**src/rtl/axis_pulse_generator_pkg.sv**
```systemverilog
// Shared definitions for the AXIS pulse-train generator: FSM encoding and
// default pulse levels (also used by the loop-back counter bench).
package axis_pulse_generator_pkg;

  typedef enum logic [1:0] {
    ST_IDLE = 2'd0,
    ST_HIGH = 2'd1,
    ST_LOW  = 2'd2
  } pg_state_t;

  localparam logic signed [13:0] PG_HIGH_LEVEL = 14'sd8000;
  localparam logic signed [13:0] PG_LOW_LEVEL  = 14'sd0;

endpackage

```
**src/rtl/axis_pulse_generator_counter.sv**
```systemverilog
// Segment length counter: loaded with a beat count, decremented per accepted
// beat; o_last flags the final beat of the segment.
module beat_down_counter
  import axis_pulse_generator_pkg::*;
#(
  parameter int W = 16
)(
  input  logic         i_clk,
  input  logic         i_rst_n,
  input  logic         i_load,
  input  logic [W-1:0] i_load_val,
  input  logic         i_dec,
  output logic         o_last
);

  logic [W-1:0] r_cnt;

  always_ff @(posedge i_clk or negedge i_rst_n) begin
    if (!i_rst_n)    r_cnt <= '0;
    else if (i_load) r_cnt <= i_load_val;
    else if (i_dec)  r_cnt <= r_cnt - W'(1);
  end

  assign o_last = (r_cnt <= W'(1));

endmodule

```
**src/rtl/axis_pulse_generator.sv**
```systemverilog
// AXIS master emitting a programmable train of rectangular pulses as
// sign-extended DAC samples; FSM, pulse counter and output register live here.
module axis_pulse_generator
  import axis_pulse_generator_pkg::*;
#(
  parameter int ADC_WIDTH        = 14,
  parameter int AXIS_TDATA_WIDTH = 32,
  parameter int COUNT_WIDTH      = 32,
  parameter int LEN_WIDTH        = 16,
  parameter logic signed [ADC_WIDTH-1:0] HIGH_LEVEL = PG_HIGH_LEVEL,
  parameter logic signed [ADC_WIDTH-1:0] LOW_LEVEL  = PG_LOW_LEVEL
)(
  input  logic                        clk,
  input  logic                        rst,
  input  logic                        start,
  input  logic                        abort,
  input  logic [COUNT_WIDTH-1:0]      n_pulses,
  input  logic [LEN_WIDTH-1:0]        high_len,
  input  logic [LEN_WIDTH-1:0]        low_len,
  output logic [AXIS_TDATA_WIDTH-1:0] M_AXIS_OUT_tdata,
  output logic                        M_AXIS_OUT_tvalid,
  input  logic                        M_AXIS_OUT_tready,
  output logic                        busy,
  output logic                        done,
  output logic [COUNT_WIDTH-1:0]      pulses_sent
);

  pg_state_t                   r_state, w_state_nxt;
  logic                        r_tvalid;
  logic [AXIS_TDATA_WIDTH-1:0] r_tdata, w_tdata_nxt;
  logic                        r_busy, w_busy_nxt;
  logic                        r_done, w_done_nxt;
  logic                        r_pend, w_pend_nxt;
  logic [COUNT_WIDTH-1:0]      r_pulses_sent, w_ps_nxt;
  logic [COUNT_WIDTH-1:0]      r_n_pulses;
  logic [LEN_WIDTH-1:0]        r_high_len, r_low_len;
  logic                        w_cfg_ld;
  logic                        w_cnt_ld, w_cnt_dec, w_cnt_last;
  logic [LEN_WIDTH-1:0]        w_cnt_val;
  logic [LEN_WIDTH-1:0]        w_hl_in, w_hl_cfg, w_ll_cfg;
  logic                        w_beat, w_adv;
  logic signed [ADC_WIDTH-1:0] w_sample;

  assign w_beat = r_tvalid & M_AXIS_OUT_tready;
  // Output register may load a new sample only when nothing is pending on the bus.
  assign w_adv  = ~r_tvalid | M_AXIS_OUT_tready;

  // Zero lengths become one beat so every pulse still has both edges.
  assign w_hl_in  = (high_len   == '0) ? LEN_WIDTH'(1) : high_len;
  assign w_hl_cfg = (r_high_len == '0) ? LEN_WIDTH'(1) : r_high_len;
  assign w_ll_cfg = (r_low_len  == '0) ? LEN_WIDTH'(1) : r_low_len;

  beat_down_counter #(.W(LEN_WIDTH)) u_cnt (
    .i_clk      (clk),
    .i_rst_n    (rst),
    .i_load     (w_cnt_ld),
    .i_load_val (w_cnt_val),
    .i_dec      (w_cnt_dec),
    .o_last     (w_cnt_last)
  );

  always_ff @(posedge clk or negedge rst) begin
    if (!rst) r_state <= ST_IDLE;
    else      r_state <= w_state_nxt;
  end

  always_comb begin
    w_state_nxt = r_state;
    w_busy_nxt  = r_busy;
    w_done_nxt  = 1'b0;
    w_pend_nxt  = r_pend;
    w_ps_nxt    = r_pulses_sent;
    w_cfg_ld    = 1'b0;
    w_cnt_ld    = 1'b0;
    w_cnt_dec   = 1'b0;
    w_cnt_val   = w_hl_cfg;
    case (r_state)
      ST_IDLE: begin
        // A launch seen while an idle beat is stalled waits for that beat.
        if (r_pend) begin
          if (w_adv) begin
            w_state_nxt = ST_HIGH;
            w_pend_nxt  = 1'b0;
            w_cnt_ld    = 1'b1;
          end
        end else if (start) begin
          if (n_pulses == '0) begin
            w_done_nxt = 1'b1;
          end else begin
            w_cfg_ld   = 1'b1;
            w_ps_nxt   = '0;
            w_busy_nxt = 1'b1;
            if (w_adv) begin
              w_state_nxt = ST_HIGH;
              w_cnt_ld    = 1'b1;
              w_cnt_val   = w_hl_in;
            end else begin
              w_pend_nxt = 1'b1;
            end
          end
        end
      end
      ST_HIGH: begin
        if (w_beat) begin
          if (w_cnt_last) w_ps_nxt = r_pulses_sent + COUNT_WIDTH'(1);
          if (abort) begin
            w_state_nxt = ST_IDLE;
            w_busy_nxt  = 1'b0;
            w_done_nxt  = 1'b1;
          end else if (w_cnt_last) begin
            w_state_nxt = ST_LOW;
            w_cnt_ld    = 1'b1;
            w_cnt_val   = w_ll_cfg;
          end else begin
            w_cnt_dec = 1'b1;
          end
        end
      end
      ST_LOW: begin
        if (w_beat) begin
          if (abort || (w_cnt_last && (r_pulses_sent == r_n_pulses))) begin
            w_state_nxt = ST_IDLE;
            w_busy_nxt  = 1'b0;
            w_done_nxt  = 1'b1;
          end else if (w_cnt_last) begin
            w_state_nxt = ST_HIGH;
            w_cnt_ld    = 1'b1;
          end else begin
            w_cnt_dec = 1'b1;
          end
        end
      end
      default: w_state_nxt = ST_IDLE;
    endcase
  end

  assign w_sample    = (w_state_nxt == ST_HIGH) ? HIGH_LEVEL : LOW_LEVEL;
  assign w_tdata_nxt = {{(AXIS_TDATA_WIDTH-ADC_WIDTH){w_sample[ADC_WIDTH-1]}}, w_sample};

  always_ff @(posedge clk or negedge rst) begin
    if (!rst) begin
      r_tvalid      <= 1'b0;
      r_tdata       <= '0;
      r_busy        <= 1'b0;
      r_done        <= 1'b0;
      r_pend        <= 1'b0;
      r_pulses_sent <= '0;
      r_n_pulses    <= '0;
      r_high_len    <= '0;
      r_low_len     <= '0;
    end else begin
      r_tvalid      <= 1'b1;
      if (w_adv) r_tdata <= w_tdata_nxt;
      r_busy        <= w_busy_nxt;
      r_done        <= w_done_nxt;
      r_pend        <= w_pend_nxt;
      r_pulses_sent <= w_ps_nxt;
      if (w_cfg_ld) begin
        r_n_pulses <= n_pulses;
        r_high_len <= high_len;
        r_low_len  <= low_len;
      end
    end
  end

  assign M_AXIS_OUT_tdata  = r_tdata;
  assign M_AXIS_OUT_tvalid = r_tvalid;
  assign busy              = r_busy;
  assign done              = r_done;
  assign pulses_sent       = r_pulses_sent;

endmodule
```
**config.mk**
```make
export PLATFORM = sky130hd
export DESIGN_NAME = axis_pulse_generator
export DESIGN_NICKNAME = d
export VERILOG_FILES = /design/src/rtl/axis_pulse_generator_pkg.sv /design/src/rtl/axis_pulse_generator_counter.sv /design/src/rtl/axis_pulse_generator.sv
export SDC_FILE = /design/constraint.sdc
export NUM_CORES = 1
export LEC_CHECK = 0
export ABC_AREA = 1
export BUFFER_PORTS_ARGS = -buffer_cell sky130_fd_sc_hd__buf_4
export CAP_MARGIN = 10
export CORE_MARGIN = 5
export CORE_UTILIZATION = 50
export DETAILED_ROUTE_END_ITERATION = 6
export GPL_ROUTABILITY_DRIVEN = 0
export PLACE_DENSITY = 0.8
export SLEW_MARGIN = 25
export SYNTH_ARGS = -nofsm -noshare
export SYNTH_HDL_FRONTEND = slang
export SYNTH_SLANG_ARGS = --single-unit
```
**constraint.sdc**
```tcl
create_clock -name clk -period 1.9 [get_ports clk]
set_clock_uncertainty 0.15 [all_clocks]
set_input_delay 0.38 -clock clk [delete_from_list [all_inputs] [get_ports clk]]
set_output_delay 0.38 -clock clk [all_outputs]
set_load 0.05 [all_outputs]
```
-- Word-level counts from Yosys, hierarchy flattened
Cells that the tools add are included.
- add/subtract/negate cells: 2
- magnitude comparators: 1
- eq/ne operators: 12
- muxes and demuxes: 71
- bitwise operators: 3
- reductions and logical operators: 12
- operator list (cell ; number):
    2-to-1 mux 16 bit ; 12
    2-to-1 mux 32 bit ; 5
    case mux 32 bit (2 select lines) ; 1
    zero test 16 bit ; 3
    2-to-1 mux 1 bit ; 36
    adder 32 x 1 -> 32 bit (second input constant) ; 1
    == test 32 bit ; 1
    zero test 32 bit ; 1
    case mux 16 bit (2 select lines) ; 1
    2-to-1 mux 2 bit ; 10
    less-or-equal comparator 16 x 1 -> 1 bit (second input constant) ; 1
    inequality test 2 bit (second input constant) ; 8
    subtractor 16 x 1 -> 16 bit (second input constant) ; 1
    2-to-1 mux 13 bit ; 1
    case mux 1 bit (3 select lines) ; 3
    AND reduction 8 bit ; 1
    case mux 2 bit (3 select lines) ; 1
    AND reduction 6 bit ; 1
    == test 2 x 1 -> 1 bit (second input constant) ; 2
    nonzero test 2 bit ; 2
    nonzero test 3 bit ; 1
    == test 2 bit (second input constant) ; 1
    zero test 2 bit ; 1
    case mux 1 bit (2 select lines) ; 1
    other kinds (5) ; 5
- register bits: 131
- bits of input ports: 69
- logic and storage cells: 112

-- Logic depth before layout (Yosys ltp)
- depth in word-level cells: 9
- mapped depth: 17
- depth with buffers taken out: 17

-- By module
A second synthesis with hierarchy kept.
- cells, all modules: 980
- area, all modules: 7609.8 um^2
- by module, submodules not included (module ; instances ; cells an instance ; area each (um^2) ; seq. area each (um^2)):
    axis_pulse_generator ; 1 ; 826 ; 6503.7 ; 2577.5
    beat_down_counter ; 1 ; 154 ; 1106.1 ; 400.4

-- Worst setup path before layout
No wires, ideal clock.
- path kind: register to register
- start point: register r_pulses_sent[4], in the netlist pulses_sent[4]
- end point: register u_cnt.r_cnt[9]
- library setup time: 0.116 ns
- data arrival time: 1.965 ns
- data required time: 1.634 ns
- setup slack: -0.331 ns
- cell stages (with the launch flop): 17
- path buffers: 2
- clock period less this slack: 2.231 ns
- cell sequence: dfrtp_1 buf_2 xnor2_1 nand2_1 nor2_1 nand2_1 nor2_1 nand3_1 nand2_2 nand2_1 nand2_2 nand2_4 nand2_8 buf_6 o21ai_1 nand2_1 nand2_1
- word-level cells in the longest chain between the ends: 7
- elaborated cells between the ends (all ways): 11
- classes of those cells: eq/ne (1); mux (7); reduce/logical (3)
- RTL lines (item ; line ; text):
    start, declared ; axis_pulse_generator.sv:34 ; logic [COUNT_WIDTH-1:0] r_pulses_sent, w_ps_nxt;
    start signal, assigned ; axis_pulse_generator.sv:157 ; r_pulses_sent <= w_ps_nxt;
    == test 32 bit (*) ; axis_pulse_generator.sv:121 ; if (abort || (w_cnt_last && (r_pulses_sent == r_n_pulses))) begin
    logical AND 1 bit (*) ; axis_pulse_generator.sv:121 ;
    logical OR 1 bit (*) ; axis_pulse_generator.sv:121 ;
    2-to-1 mux 1 bit ; axis_pulse_generator.sv:121 ;
    2-to-1 mux 1 bit ; axis_pulse_generator.sv:120 ; if (w_beat) begin
    case mux 1 bit (3 select lines) / case mux 1 bit (2 select lines) (equally long branches) ; axis_pulse_generator.sv:77 ; case (r_state)
    2-to-1 mux 16 bit / nonzero test 2 bit (equally long branches) ; - ;
    end signal, assigned ; axis_pulse_generator_counter.sv:20 ; else if (i_load) r_cnt <= i_load_val;
    end signal, assigned ; axis_pulse_generator_counter.sv:21 ; else if (i_dec) r_cnt <= r_cnt - W'(1);
    end, declared ; axis_pulse_generator_counter.sv:16 ; logic [W-1:0] r_cnt;
Every way passes the cells marked *; elsewhere a longest branch is shown, timed or not.
A chain may end at the register's enable or synchronous reset.

-- Worst setup path in the final report
- start point: register u_cnt.r_cnt[15]
- end point: register r_pulses_sent[25], in the netlist pulses_sent[25]
- word-level cells in the longest chain between the ends: 3
- RTL lines (item ; line ; text):
    less-or-equal comparator 16 x 1 -> 1 bit ; axis_pulse_generator_counter.sv:24 ; assign o_last = (r_cnt <= W'(1));
    inequality test 2 bit (no line) ; - ;
    AND reduction 6 bit (no line) ; - ;
Every way passes these cells.

==> metrics.txt <==
vias in the first global route=about 8,400; HP Class=primary input to flip-flop; 1st-iter DRT viols=2,111; Diodes inserted=0; Distinct cells, synth=38; max-slew violations=0; # placed instances=1,408; final setup fails=113; Power Density=1500 nW/um^2; IO Pins=136; number of detailed-route iterations in the first pass=7; failing checks=DRC, setup timing; R2R setup slack=-740 ps; Finished Layout Cells=1,469; Vias/cell=6.43; sw frac=47.4%; RSZ-0062 raised after global routing=yes; Final Net Count=1,349; core box area=14,500 sq um; fin util=between 70% and 80%; yosys warns=0; CP peak stage delay=between 300 and 400 ps; DRC viols=34; hold slack=31.6 ps; post-synth top area share=40.3%; worst-path fanout max=6; final worst path period share=139%; Final Cell Area=11,500 sq um; initial antenna violation count=0; first-pass GRT wire length=43.6 mm; Worst-Margin Slew=732 ps; worst vdd ir=0.000936 V; post-DP HPWL=17.0 mm; # rows=44; share of layout cells above drive strength 1=about 40%; clk root buf=clkbuf_16; CP top delay family=simple AND/OR/NAND/NOR gates; WP data arrival=2760 ps; FMAX=between 0.3 and 0.4 GHz; Layout area overhead=55.7%; Worst setup SP type=flip-flop; cells after synthesis=~1,000; Num CTS Buffers=17; Critical Path End Type=flip-flop; syn_area_per_cell=7.47 sq um; Reg clk slew, reported paths=around 60 ps; M1 GR Usage=40.0%; EDFF count, synth=0; leakage=5.38 nW; sequential power share=approximately 26%; Die ar.=17,300 sq um; Final Hold Viols=0; clock power share=18.1%; overall power=17.2 mW; Most Crowded Layer GR=met2; I/O Buffers=109; status=finished, violations left; Main synth FF type=dfrtp_1; DP Area=around 9600 sq um; Crit-path slowest cell=dfrtp_1; Comb power frac=56.2%; post-synthesis register bit count=119; Slew HR=50.7%; die height=131 microns; Int Pwr=9.04 mW; Routed wire per std cell=between 20 and 25 microns; WS Path Type=flip-flop to flip-flop; Max clock buf depth=2; WL final=about 34 mm; pre-CTS WS=-379 ps; Net Sw Power=8.16 mW; Mapped Area=between 7000 and 8000 sq um; grt met3 use=7.45%; DIE WIDTH=roughly 130 microns; vias=about 9,400; final worst slack=-737 ps; max-capacitance violation count=0; Buffers & Inverters on Critical Path=3; fin crit period=2640 ps; FFs w/ async S/R, synth=100%; Synth area leaders=dfrtp_1 (40%), nand2_1 (11%), inv_1 (6.0%); Setup Total Neg Slack=-27,320 ps; clock net sink count=about 120; H-tree Lvls=4; global router's overall resource usage=30.9%; TritonCTS clock tree=yes; DRT antenna net count=0; largest net degree at the start of global routing=45; clock latency on the worst-skew pair=440 ps; met2 Use GR=between 40% and 50%; Yosys top cell by area=dfrtp_1; total grt overflow=0; sequential element share of the synthesized area=~40%; initial core utilization=51.0%; Worst Path Required=2020 ps; crit-path cells=nor2_1 > nand3_1 > nor2_4 > nand2_2 > a211oi_2 > nand2_2 > buf_6 > clkinvlp_4 > buf_6 > nand4_1 > o21ai_1
[final timing paths]
path,endpoint,start,cells after the start
worst min register to register,r_n_pulses[2],r_n_pulses[2],2
worst min-delay path,r_low_len[0],low_len[0],2
worst max-delay path,pulses_sent[25],u_cnt.r_cnt[15],11
worst max register to register,pulses_sent[25],u_cnt.r_cnt[15],11
max in group asynchronous,M_AXIS_OUT_tvalid,rst,3
min in group asynchronous,pulses_sent[28],rst,2
[state kept, by name (all words and copies together) (netlist names)]
register	count
M_AXIS_OUT_tdata	1
M_AXIS_OUT_tvalid	1
busy	1
done	1
pulses_sent	32
r_high_len	16
r_low_len	16
r_n_pulses	32
r_pend	1
r_state	2
u_cnt.r_cnt	16
[synthesized netlist by cell type, drive strengths merged, types with 2 or more instances]
cell type / count
o221ai: 2
dfrtp: 119
ha: 7
inv: 120
o31ai: 21
a21oi: 57
buf: 57
conb: 2
nor3: 22
nor4: 17
nand4: 26
o21ai: 66
o211ai: 8
xor2: 19
o22ai: 4
nor2: 101
nand2: 216
xnor2: 45
nand3: 60
clkbuf: 13
[power groups by stage]
stage          logic [mW]  registers [mW]  clock network (mW)
5_1_grt              10.0            4.46                3.19
2_1_floorplan        3.92            4.57                   0
6_report             9.67            4.41                3.11
4_1_cts              8.01            4.22                3.02
3_3_place_gp         6.77            4.20                   0
3_5_place_dp         6.93            4.24                   0
[worst register-to-register path: stages, from the launching register on]
cell,delay (ps)
dfrtp_1,390
nor2_1,120
nand3_1,140
nor2_4,220
nand2_2,120
a211oi_2,270
nand2_2,180
buf_6,180
clkinvlp_4,130
buf_6,170
nand4_1,100
o21ai_1,310
[cells in the final DEF, fill, tap and decap left out, types with 4 or more instances in the layout]
| cell | count |
|---|---|
| nand4_1 | 26 |
| xor2_1 | 19 |
| nand3_1 | 35 |
| nor3_1 | 16 |
| nand2_2 | 17 |
| clkinv_2 | 7 |
| buf_12 | 12 |
| nand2_1 | 174 |
| o21ai_0 | 45 |
| nand2_8 | 4 |
| nand2_4 | 23 |
| xnor2_1 | 37 |
| xnor2_2 | 8 |
| buf_4 | 275 |
| ha_1 | 4 |
| nor3_2 | 5 |
| nor2_1 | 78 |
| inv_1 | 114 |
| a21oi_2 | 6 |
| buf_6 | 13 |
| nor2_2 | 14 |
| o21ai_1 | 18 |
| clkbuf_16 | 20 |
| o31ai_4 | 19 |
| nor4_1 | 15 |
| nand3_4 | 5 |
| dfrtp_2 | 32 |
| nor2_4 | 9 |
| conb_1 | 27 |
| dfrtp_1 | 87 |
| clkinvlp_4 | 4 |
| inv_2 | 4 |
| o211ai_1 | 8 |
| nand3_2 | 20 |
| a21oi_1 | 49 |
[what timing repair did]
action / 4_1_cts / 5_1_grt
pin swaps: 29 / 37
setup endpoints to repair: 52 / 84
buffers inserted: 14 / 9
gates cloned: 5 / 3
resized for setup: 119 / 109
endpoints found under the hold margin: 83 / 0
hold buffers: 1 / 0
[kinds of logic after synthesis]
family                     after synthesis  synth area share (%)
adders and majority gates                7                  1.19
DFF                                    119                  40.3
muxes                                    1                 0.153
AOI/OAI and AO/OA                      161                  12.3
buffers and inverters                  191                  12.1
other                                    2                 0.102
and+or+nand+nor                        443                  26.3
xor gates and xnor gates                64                  7.59
[cell type report]
| cell class | count | area, sq um |
|---|---|---|
| clock buffer | 18 | 439 |
| timing repair buffer | 309 | 2650 |
| clock inverter | 13 | 109 |
| multi-input combinational | 705 | 4580 |
| fill | 764 | 2990 |
| inverter | 121 | 462 |
| tap | 184 | 230 |
| sequential | 119 | 3020 |
[metal layers]
| layer | wire length [microns] | vias to the layer above |
|---|---|---|
| met2 | 14600 | 1038 |
| met3 | 4640 | 407 |
| met5 | 0 | - |
| met4 | 3430 | 0 |
| li1 | - | 3743 |
| met1 | 11800 | 4254 |
Power figures use the tool's default switching activity.
